--- config.mk ---
export PLATFORM = sky130hd
export DESIGN_NAME = scope_trigger_capture
export DESIGN_NICKNAME = d
export VERILOG_FILES = /design/src/rtl/scope_trigger_capture.sv
export SDC_FILE = /design/constraint.sdc
export NUM_CORES = 1
export LEC_CHECK = 0
export CAP_MARGIN = 20
export CORE_AREA = 2 2 98 100
export CTS_BUF_LIST = sky130_fd_sc_hd__clkbuf_4
export DETAILED_ROUTE_END_ITERATION = 8
export DIE_AREA = 0 0 100 102
export PLACE_DENSITY = 0.7
export SLEW_MARGIN = 30
export SYNTH_ARGS = -nofsm -noshare
export SYNTH_HDL_FRONTEND = slang
export SYNTH_SLANG_ARGS = --single-unit
export TNS_END_PERCENT = 5
--- constraint.sdc ---
create_clock -name w_clk_i -period 3.1 [get_ports w_clk_i]
set_input_delay 0.775 -clock w_clk_i [delete_from_list [all_inputs] [get_ports w_clk_i]]
set_output_delay 0.775 -clock w_clk_i [all_outputs]
set_load 0.01 [all_outputs]
--- src/rtl/scope_trigger_capture.sv ---
// Oscilloscope capture front end: arms, waits for a level-crossing (or timeout)
// trigger, then writes a decimated, fixed-length burst into the FIFO write port.
module scope_trigger_capture #(
   parameter int unsigned DATA_SIZE  = 12,
   parameter int unsigned CNT_SIZE   = 8,
   parameter int unsigned DECIM_SIZE = 4,
   parameter int unsigned TMO_SIZE   = 16
) (
   input  logic                  w_clk_i,
   input  logic                  w_rst_i,
   input  logic [DATA_SIZE-1:0]  sample_i,
   input  logic                  sample_valid_i,
   input  logic                  arm_i,
   input  logic                  abort_i,
   input  logic [DATA_SIZE-1:0]  trig_level_i,
   input  logic                  trig_falling_i,
   input  logic                  auto_i,
   input  logic [CNT_SIZE-1:0]   capture_len_i,
   input  logic [DECIM_SIZE-1:0] decim_i,
   input  logic                  w_full_i,
   output logic [DATA_SIZE-1:0]  w_data_o,
   output logic                  w_inc_o,
   output logic                  busy_o,
   output logic                  triggered_o,
   output logic                  done_o,
   output logic                  overflow_o
);

   typedef enum logic [1:0] {IDLE, WAIT_TRIG, CAPTURE, DONE} state_t;

   // Counter value seen on the sample just before the timeout counter saturates.
   localparam logic [TMO_SIZE-1:0] TMO_LAST = {{(TMO_SIZE-1){1'b1}}, 1'b0};
   localparam logic [CNT_SIZE-1:0] CNT_ONE  = {{(CNT_SIZE-1){1'b0}}, 1'b1};

   state_t                state;
   logic [DATA_SIZE-1:0]  prev;
   logic                  prev_valid;
   logic [DATA_SIZE-1:0]  level;
   logic                  falling;
   logic                  auto_en;
   logic [DECIM_SIZE-1:0] decim;
   logic [DECIM_SIZE-1:0] dec_cnt;
   logic [CNT_SIZE-1:0]   rem_cnt;
   logic [TMO_SIZE-1:0]   tmo_cnt;

   logic edge_hit;
   logic tmo_hit;
   logic trig;
   logic keep;
   logic last;

   always_comb begin
      edge_hit = 1'b0;
      if (prev_valid) begin
         if (falling) edge_hit = (prev > level) && (sample_i <= level);
         else         edge_hit = (prev < level) && (sample_i >= level);
      end
      tmo_hit = auto_en && (tmo_cnt == TMO_LAST);
      trig    = (state == WAIT_TRIG) && sample_valid_i && (edge_hit || tmo_hit);
      // The triggering sample is always kept; later ones only when decimation expires.
      keep    = trig || ((state == CAPTURE) && sample_valid_i && (dec_cnt == '0));
      last    = keep && (rem_cnt == CNT_ONE);
   end

   assign busy_o = (state != IDLE);

   always_ff @(posedge w_clk_i) begin
      if (w_rst_i) begin
         state       <= IDLE;
         prev        <= '0;
         prev_valid  <= 1'b0;
         level       <= '0;
         falling     <= 1'b0;
         auto_en     <= 1'b0;
         decim       <= '0;
         dec_cnt     <= '0;
         rem_cnt     <= '0;
         tmo_cnt     <= '0;
         w_data_o    <= '0;
         w_inc_o     <= 1'b0;
         triggered_o <= 1'b0;
         done_o      <= 1'b0;
         overflow_o  <= 1'b0;
      end else begin
         w_inc_o <= 1'b0;
         done_o  <= 1'b0;
         if (abort_i) begin
            state <= IDLE;
         end else begin
            unique case (state)
               IDLE: begin
                  if (arm_i) begin
                     state       <= WAIT_TRIG;
                     level       <= trig_level_i;
                     falling     <= trig_falling_i;
                     auto_en     <= auto_i;
                     rem_cnt     <= capture_len_i;
                     decim       <= decim_i;
                     overflow_o  <= 1'b0;
                     triggered_o <= 1'b0;
                     prev_valid  <= 1'b0;
                     tmo_cnt     <= '0;
                  end
               end
               WAIT_TRIG: begin
                  if (sample_valid_i) begin
                     prev       <= sample_i;
                     prev_valid <= 1'b1;
                     if (tmo_cnt != '1) tmo_cnt <= tmo_cnt + 1'b1;
                     if (trig) begin
                        triggered_o <= 1'b1;
                        dec_cnt     <= decim;
                        state       <= last ? DONE : CAPTURE;
                     end
                  end
               end
               CAPTURE: begin
                  if (sample_valid_i) begin
                     if (dec_cnt == '0) dec_cnt <= decim;
                     else               dec_cnt <= dec_cnt - 1'b1;
                     if (last) state <= DONE;
                  end
               end
               DONE: begin
                  done_o <= 1'b1;
                  state  <= IDLE;
               end
               default: state <= IDLE;
            endcase

            // Dropped samples still consume length so capture timing is preserved.
            if (keep) begin
               rem_cnt <= rem_cnt - 1'b1;
               if (w_full_i) begin
                  overflow_o <= 1'b1;
               end else begin
                  w_inc_o  <= 1'b1;
                  w_data_o <= sample_i;
               end
            end
         end
      end
   end

endmodule

==> impl_metrics.json, run 1 <==
{
  "cts_tree": "yes",
  "hold_violations": 0,
  "critPathLaunch": "sample_i[6]",
  "fin_setup_tns_ns": 0,
  "synth-simple-area-share": 0.228,
  "synth_seq_cells": 77,
  "pin_count": 61,
  "cp-end-kind": "flop",
  "routed_wl_um": 10400,
  "cts_sinks": 77,
  "power.density_mw_per_mm2": 381,
  "n_antenna_cell": 0,
  "dp_hpwl_um": 7460,
  "wl_per_cell_um": 15.1,
  "drv_cap": 0,
  "cp.required_ns": 3.38,
  "dp_cells": 670,
  "clkLatencyLatePin_ns": 0.41,
  "dieArea_mm2": 0.0102,
  "relSlewSlack": 0.668,
  "syn-mean-instance-area_um2": 8.27,
  "drc": 0,
  "finalPower_mw": 2.03,
  "ctsRootBufferMaster": "clkbuf_4",
  "period_needed_ns": 2.99,
  "utilization": 0.583,
  "cts_buffers": 9,
  "worstHoldStart": "overflow_o",
  "port_buffers": 60,
  "async_flop_share": 0,
  "critPathKind": "input port to flop",
  "synthFlopType": "dfxtp_1",
  "maxSlewViolCount": 0,
  "grt_max_degree": 49,
  "clockBufferDepth": 2,
  "syn-cell-area_mm2": 0.00405,
  "antenna_found_initial": 0,
  "r2r_start": "level[9]",
  "ant_nets": 0,
  "die_h_um": 102,
  "track_usage": 0.199,
  "clk_pin_slew_ns": 0.13,
  "fin_skew_ns": 0.0151,
  "placed_cell_area_mm2": 0.00496,
  "setup_viol": 0,
  "synth_top_cell_by_area": "dfxtp_1",
  "synth_fp_nets": 567,
  "syn_to_final_growth_pct": 31.1,
  "start_util": 0.445,
  "yosysSeqAreaShare": 0.380,
  "synth.most_common_cell": "nand2_1",
  "synth-edff-count": 0,
  "core-area_mm2": 0.00911,
  "first_pass_iters": 5,
  "synthAdderAreaFrac": 0.102,
  "synth-compound-area-share": 0.168,
  "fmax_mhz": 334,
  "rows": 35,
  "yosys-top-cells-area": "dfxtp_1 (38%), ha_1 (10%), nand2_1 (8.2%)",
  "viasPerCell": 5.44,
  "synthCells": 490,
  "first_global_vias": 3660,
  "ys_warn_count": 0,
  "hold_path_class": "flop to flop",
  "num_vias": 3751,
  "drt_iter0_markers": 153,
  "synthTopCellsByCount": "nand2_1 (89), dfxtp_1 (77), a21oi_1 (52)",
  "crit_fanout": 7,
  "critical_path_arrival_ns": 3.27,
  "drive_above_1_share": 0.149,
  "leakagePower_nw": 2.08,
  "tightest_slew_ns": 0.496,
  "instances_no_fill": 690,
  "die_w_um": 100,
  "critPathLaunchType": "input port",
  "finalCritPeriodShare": 0.965,
  "synth_top_area_frac": 0.380,
  "muxShareOfSynthArea": 0.0454,
  "nNetsFinal": 651,
  "final_area_mm2": 0.00531,
  "ys_types": 57,
  "grt-ovfl-total": 0,
  "synth-xor-area-share": 0.0303,
  "status": "finished, final reports clean",
  "synth_top_family_by_area": "simple AND/OR/NAND/NOR gates",
  "htree_levels": 3,
  "ir_worst_vdd_uv": 215,
  "grt_pass1_wl_um": 16600,
  "place_congestion": 0.871,
  "hold_buffers": 0
}
[cells in the final DEF (no fill, tap or decap), types with 14 or more instances in the layout]
cell type and n:
a21oi_1 49, buf_4 29, clkdlybuf4s50_1 47, dfxtp_1 77, ha_1 25, inv_1 26, mux2i_1 15, nand2_1 89
nand3_1 14, nor2_1 43
[kinds of logic (layout without fill, tap and decap cells)]
kind of cell / count (synthesis) / count (layout)
buffers and inverters: 46 / 135
adders and majority gates: 33 / 33
AOI/OAI and AO/OA: 105 / 105
muxes: 17 / 17
xor gates and xnor gates: 14 / 14
and+or+nand+nor: 198 / 198
DFF: 77 / 77
[worst max-delay path, cell delays in order]
cell            delay, ns
dlymetal6s2s_1       0.16
ha_1                 0.31
nand2_1              0.06
o21ai_0              0.26
a21oi_2              0.07
o21ai_2              0.20
mux2i_4              0.32
nand3_4              0.10
buf_6                0.15
a211oi_4             0.38
clkbuf_16            0.23
mux2i_1              0.18
nor2_1               0.06
[sequential cells by signal, indices dropped and copies added (netlist names), 2 cells and up]
name / cells
dec_cnt: 4
decim: 4
level: 12
prev: 12
rem_cnt: 8
state: 2
tmo_cnt: 16
w_data_o: 12
[worst paths after layout]
| kind | slack (ns) | cells past startpoint | endpoint |
|---|---|---|---|
| setup / recovery | 0.11 | 13 | w_data_o[4] |
| hold / removal | 0.46 | 2 | overflow_o |
| setup reg to reg | 0.12 | 13 | w_data_o[4] |
| hold reg to reg | 0.46 | 2 | overflow_o |
[report_power, final]
group | switching, mW | total (mW) | internal [mW]
clock | 0.368 | 0.622 | 0.254
combinational | 0.196 | 0.375 | 0.179
sequential | 0.0160 | 1.03 | 1.01
total | 0.579 | 2.03 | 1.45
[layer usage]
metal / routed length (um) / vias up / part of all wire / GRT usage
met2: 5130 / 98 / 0.49 / 0.354
met3: 398 / 17 / 0.038 / 0.0274
met4: 189 / 0 / 0.018 / 0.0643
met1: 4680 / 1758 / 0.45 / 0.249
met5: 0 / - / 0 / 0
li1: - / 1878 / - / -
[cell type report]
type / instances / area, um^2
tap: 111 / 139
timing repair buffer: 93 / 912
clock buffer: 10 / 75.1
fill: 826 / 3790
inverter: 26 / 97.6
sequential: 77 / 1540
clock inverter: 6 / 62.6
multi-input combinational: 367 / 2490
[metrics by stage]
step                      hold slack [ns]  setup WS [ns]
final                               0.464          0.108
after global routing                0.481        -0.0532
after CTS                           0.466        0.00223
after detailed placement            0.448         -0.512
after global placement              0.446         -0.409
after floorplan                     0.432         0.0201
[timing repair]
item                                    4_1_cts  5_1_grt
endpoints found under the setup margin        7       25
setup buffers                                 0        3
pin swaps                                     3       17
gates resized for setup                       2       32
gates cloned                                  0        1
(Power assumes the default switching activity.)
==> run 2: changes to the inputs <==
--- a/config.mk
+++ b/config.mk
@@ -7,7 +7,7 @@
 export LEC_CHECK = 0
 export CAP_MARGIN = 20
 export CORE_AREA = 2 2 98 100
-export CTS_BUF_LIST = sky130_fd_sc_hd__clkbuf_4
+export CTS_BUF_LIST = sky130_fd_sc_hd__clkbuf_8
 export DETAILED_ROUTE_END_ITERATION = 8
 export DIE_AREA = 0 0 100 102
 export PLACE_DENSITY = 0.7
==> run 2 against run 1 <==
- global-route usage up 0.32 points
- clock skew down 0.0055 ns
- wire length down 0.81%
- register-to-register slack better by 0.09 ns
- worst setup slack worse by 0.047 ns
- utilization up 0.54 points
- critical path depth unchanged
- via count up 0.61%
- largest power group unchanged
==> impl_metrics.json, run 2 (same netlist as run 1, synthesis figures left out) <==
{
  "use_met1": 0.251,
  "drc": 0,
  "dp_slack_ns": -0.512,
  "start_util": 0.445,
  "critPathKind": "input port to flop",
  "use_met3": 0.0308,
  "cp.required_ns": 3.31,
  "antenna_found_initial": 0,
  "fin_setup_tns_ns": 0,
  "clockBufferDepth": 2,
  "first_global_vias": 3676,
  "crit_fanout": 6,
  "critPathLaunchType": "input port",
  "period_needed_ns": 3.04,
  "critical_path_arrival_ns": 3.25,
  "port_buffers": 60,
  "maxSlewViolCount": 0,
  "routed_wl_um": 10300,
  "finalPower_mw": 2.18,
  "leakagePower_nw": 2.08,
  "r2r_start": "level[9]",
  "num_vias": 3774,
  "cts_sinks": 77,
  "critPathLaunch": "sample_i[5]",
  "viasPerCell": 5.44,
  "htree_levels": 3,
  "cts_buffers": 9,
  "busiest_layer": "met2",
  "track_usage": 0.202,
  "grt_max_degree": 49,
  "instances_no_fill": 694,
  "cp-end-kind": "flop",
  "r2r_setup_slack_ns": 0.21,
  "wl_per_cell_um": 14.9,
  "tightest_slew_ns": 0.495,
  "dp_hpwl_um": 7460,
  "n_antenna_cell": 0,
  "final_common_cell": "nand2_1",
  "syn_to_final_growth_pct": 32.3,
  "r2r-end": "w_data_o[4]",
  "cts_tree": "yes",
  "place_congestion": 0.871,
  "core-area_mm2": 0.00911,
  "ctsRootBufferMaster": "clkbuf_8",
  "drt_iter0_markers": 155,
  "pin_count": 61,
  "clkLatencyLatePin_ns": 0.35,
  "ant_nets": 0,
  "rows": 35,
  "clk_pin_slew_ns": 0.08,
  "drive_above_1_share": 0.154,
  "largest_reg_flops": 16,
  "fin_skew_ns": 0.00964,
  "reg2regPathDepth": 13,
  "grt-ovfl-total": 0,
  "drv_cap": 0,
  "die_h_um": 102,
  "timing.final.ws_setup_ns": 0.0610,
  "setup_viol": 0,
  "grt_pass1_wl_um": 16600,
  "layout_common_cells": "nand2_1 (89), dfxtp_1 (77), a21oi_1 (49)",
  "relSlewSlack": 0.670,
  "critical_path.endpoint": "w_data_o[4]",
  "finalCritPeriodShare": 0.980,
  "top_register": "tmo_cnt",
  "die_w_um": 100,
  "power.density_mw_per_mm2": 406,
  "status": "finished, final reports clean",
  "dieArea_mm2": 0.0102,
  "met2_usage": 0.356,
  "hold_violations": 0,
  "fmax_mhz": 329,
  "hold_buffers": 0,
  "first_pass_iters": 5,
  "nNetsFinal": 655,
  "hold_path_class": "flop to flop",
  "dp_cells": 670,
  "ir_worst_vdd_uv": 205
}
[run 2: changes by cell type in the layout (fill, tap and decap cells not counted), moves of 2 or more]
cell and delta:
clkbuf_2 +3, clkdlybuf4s15_1 +2, dlygate4sd2_1 +2, buf_4 +4, dlymetal6s2s_1 -7, clkbuf_4 -10
clkbuf_8 +10
[run 2: through the flow]
stage,cell area [um^2],utilization,hold WS (ns)
2_1_floorplan,4080,-,0.432
3_3_place_gp,4960,0.545,0.446
3_5_place_dp,4960,0.545,0.448
4_1_cts,5190,0.569,0.459
5_1_grt,5360,0.589,0.475
6_report,5360,0.589,0.457
[run 2: area by class of cell]
type / count / area [um^2]
fillers: 813 / 3750
clock inverters: 6 / 62.6
multi-input cells: 367 / 2480
clock buffers: 10 / 138
flip-flops and latches: 77 / 1540
repair buffers: 97 / 907
inverters: 26 / 97.6
well taps: 111 / 139
[run 2: worst min-delay path by stage]
stage,from,to,slack [ns],depth (start not counted)
after detailed placement,level[9],level[9],0.45,2
after floorplan,auto_en,auto_en,0.43,2
final,overflow_o,overflow_o,0.46,2
after global routing,level[6],level[6],0.47,2
after CTS,level[9],level[9],0.46,2
after global placement,level[4],level[4],0.45,2
[run 2: timing repair]
action / in CTS / in global routing
pin swaps: 17 / 12
resized for setup: 11 / 29
hold endpoints to repair: 0 / 0
gates cloned: 0 / 1
setup buffers: 1 / 6
setup endpoints to repair: 19 / 25
[run 2: power by group]
part           internal [mW]  leakage [nW]  switching (mW)
registers               1.01         0.623          0.0161
clock network          0.393         0.100           0.382
logic                  0.182          1.36           0.195
[run 2: worst max-delay path, cell delays in order]
cell and delay [ns]:
clkdlybuf4s15_1 0.23, ha_4 0.30, nand4_1 0.09, nor2_1 0.16, a21oi_2 0.09, o21ai_2 0.20, mux2i_4 0.32, nand3_4 0.10
buf_6 0.14, a211oi_4 0.37, clkbuf_16 0.23, mux2i_1 0.18, nor2_1 0.06
[run 2: per-layer routing]
layer / share of wire / wire (um)
met1: 0.45 / 4680
met4: 0.020 / 203
met3: 0.033 / 338
met2: 0.49 / 5100
met5: 0 / 0
==> run 3: changes to the inputs <==
--- a/config.mk
+++ b/config.mk
@@ -7,9 +7,10 @@
 export LEC_CHECK = 0
 export CAP_MARGIN = 20
 export CORE_AREA = 2 2 98 100
-export CTS_BUF_LIST = sky130_fd_sc_hd__clkbuf_8
+export CTS_BUF_LIST = sky130_fd_sc_hd__clkbuf_4 sky130_fd_sc_hd__clkbuf_8 sky130_fd_sc_hd__clkbuf_16
 export DETAILED_ROUTE_END_ITERATION = 8
 export DIE_AREA = 0 0 100 102
+export GPL_TIMING_DRIVEN = 0
 export PLACE_DENSITY = 0.7
 export SLEW_MARGIN = 30
 export SYNTH_ARGS = -nofsm -noshare
==> run 3 against run 2 <==
- global-route usage about the same
- clock skew down 0.0011 ns
- final cell count down 1.7%
- sequential share of layout area up 1.1 points
- clock power up 14%
- sequential power about the same
- non-clock buffer count down 12
- die area unchanged
- utilization down 2.2 points
- critical endpoint is now rem_cnt[7]
- largest power group unchanged
==> impl_metrics.json, run 3 (same netlist as run 1, synthesis figures left out) <==
{
  "status": "finished, final reports clean",
  "cts_buffers": 9,
  "htree_levels": 3,
  "clockBufferDepth": 2,
  "rsz0062_at_grt": "true",
  "track_usage": 0.202,
  "rows": 35,
  "nFillCells": 838,
  "pwr-share-clk": 0.389,
  "crit_family": "simple AND/OR/NAND/NOR gates",
  "ir_worst_vdd_uv": 249,
  "wl_per_cell_um": 15.2,
  "layout_common_cells": "nand2_1 (89), dfxtp_1 (77), a21oi_1 (50)",
  "hold_buffers": 0,
  "finalPower_mw": 2.26,
  "top_register": "tmo_cnt",
  "routed_wl_um": 10400,
  "final_common_cell": "nand2_1",
  "fin_skew_ns": 0.00851,
  "timing.final.ws_setup_ns": 0.0453,
  "clkLatencyLatePin_ns": 0.35,
  "critPathMaxStageDelay_ns": 0.49,
  "grt_max_degree": 14,
  "grt_pass1_wl_um": 16600,
  "power.density_mw_per_mm2": 438,
  "utilization": 0.567,
  "antenna_found_initial": 0,
  "num_vias": 3714,
  "first_pass_iters": 5,
  "start_util": 0.445,
  "clk_pin_slew_ns": 0.08,
  "ant_nets": 0,
  "cp-end-kind": "flop",
  "cp.required_ns": 3.34,
  "dp_cells": 661,
  "maxSlewViolCount": 0,
  "setup_viol": 0,
  "drc": 0,
  "p_int_mw": 1.67,
  "first_global_vias": 3590,
  "dp_hpwl_um": 7520,
  "crit_slowest_cell": "or4_4",
  "syn_to_final_growth_pct": 27.4,
  "combPwrFrac": 0.157,
  "cp_num_buf_inv": 2,
  "drt_iter0_markers": 134,
  "finalCritPeriodShare": 0.985,
  "power_frac_seq": 0.454,
  "worstPathCellList": "dlygate4sd2_1 > ha_4 > nor2_1 > nor2_1 > a21oi_2 > o21ai_2 > mux2i_4 > nand3_4 > and2_4 > buf_6 > or4_4 > a311o_1",
  "crit_top_cell": "nor2_1",
  "core-area_mm2": 0.00911,
  "cts_sinks": 77,
  "drive_above_1_share": 0.124,
  "dieArea_mm2": 0.0102,
  "cts_tree": "yes",
  "instances_no_fill": 682,
  "swShare": 0.261,
  "netSwitchingPower_uw": 590,
  "fmax_mhz": 327,
  "n_antenna_cell": 0,
  "r2r_setup_slack_ns": 0.11,
  "die_w_um": 100,
  "place_congestion": 0.862,
  "hold_path_class": "flop to flop",
  "critical_path_arrival_ns": 3.30,
  "pin_count": 61,
  "die_h_um": 102,
  "relSlewSlack": 0.574,
  "port_buffers": 60,
  "ctsRootBufferMaster": "clkbuf_8",
  "crit_fanout": 6,
  "viasPerCell": 5.45,
  "grt-ovfl-total": 0,
  "critPathKind": "input port to flop",
  "dp_slack_ns": -0.807,
  "critPathLaunchType": "input port",
  "holdWs_ns": 0.458,
  "largest_reg_flops": 16,
  "period_needed_ns": 3.05,
  "nNetsFinal": 643,
  "hold_violations": 0,
  "leakagePower_nw": 1.92,
  "tightest_slew_ns": 0.639,
  "drv_cap": 0
}
==> run 3: final timing paths <==
path / from / endpoint / depth (start not counted)
min reg2reg: prev[0] / prev[0] / 2
min: prev[0] / prev[0] / 2
max: sample_i[3] / rem_cnt[7] / 12
max reg2reg: level[9] / rem_cnt[7] / 12
==> run 3: metrics by stage <==
stage	cell area (um^2)	TNS, ns
after floorplan	4080	0
after global placement	4820	-15.34
after detailed placement	4820	-16.25
after CTS	5120	0
after global routing	5160	-0.0167
final	5160	0
==> run 3: tightest hold or removal path, delay by kind of cell, from the launching register on <==
family / cells / cell delay [ns]
flip-flops: 1 / 0.31
AND/OR/NAND/NOR: 1 / 0.05
AO/OA/AOI/OAI: 1 / 0.05
==> run 3: final cells by class <==
class                      instances  area, um^2  area share
clock inverter                     5        81.3      0.0158
timing repair buffer              65         582       0.113
tap                              111         139      0.0269
buffer                            20        92.6      0.0179
multi-input combinational        367        2480       0.480
inverter                          26        97.6      0.0189
clock buffer                      11         151      0.0293
sequential                        77        1540       0.299
==> run 3: timing repair <==
item / 4_1_cts / 5_1_grt
endpoints found under the setup margin: 26 / 18
pin swaps: 17 / 12
hold endpoints to repair: 0 / 0
gates resized for setup: 25 / 28
setup buffers: 4 / 1
==> run 3: power by group through the flow <==
| stage | combinational [mW] | sequential, mW | clock (mW) |
|---|---|---|---|
| 3_5_place_dp | 0.327 | 1.05 | 0 |
| 4_1_cts | 0.334 | 1.03 | 0.897 |
| 6_report | 0.355 | 1.03 | 0.880 |
| 2_1_floorplan | 0.204 | 1.05 | 0 |
| 3_3_place_gp | 0.320 | 1.05 | 0 |
| 5_1_grt | 0.391 | 1.03 | 0.933 |
==> run 3: layer usage <==
metal / global-route usage / part of all wire / wire (um) / vias to the layer above
met3: 0.0363 / 0.034 / 356 / 9
met5: 0 / 0 / 0 / -
met2: 0.364 / 0.51 / 5250 / 84
met4: 0.0464 / 0.011 / 112 / 0
li1: - / - / - / 1859
met1: 0.253 / 0.45 / 4650 / 1762
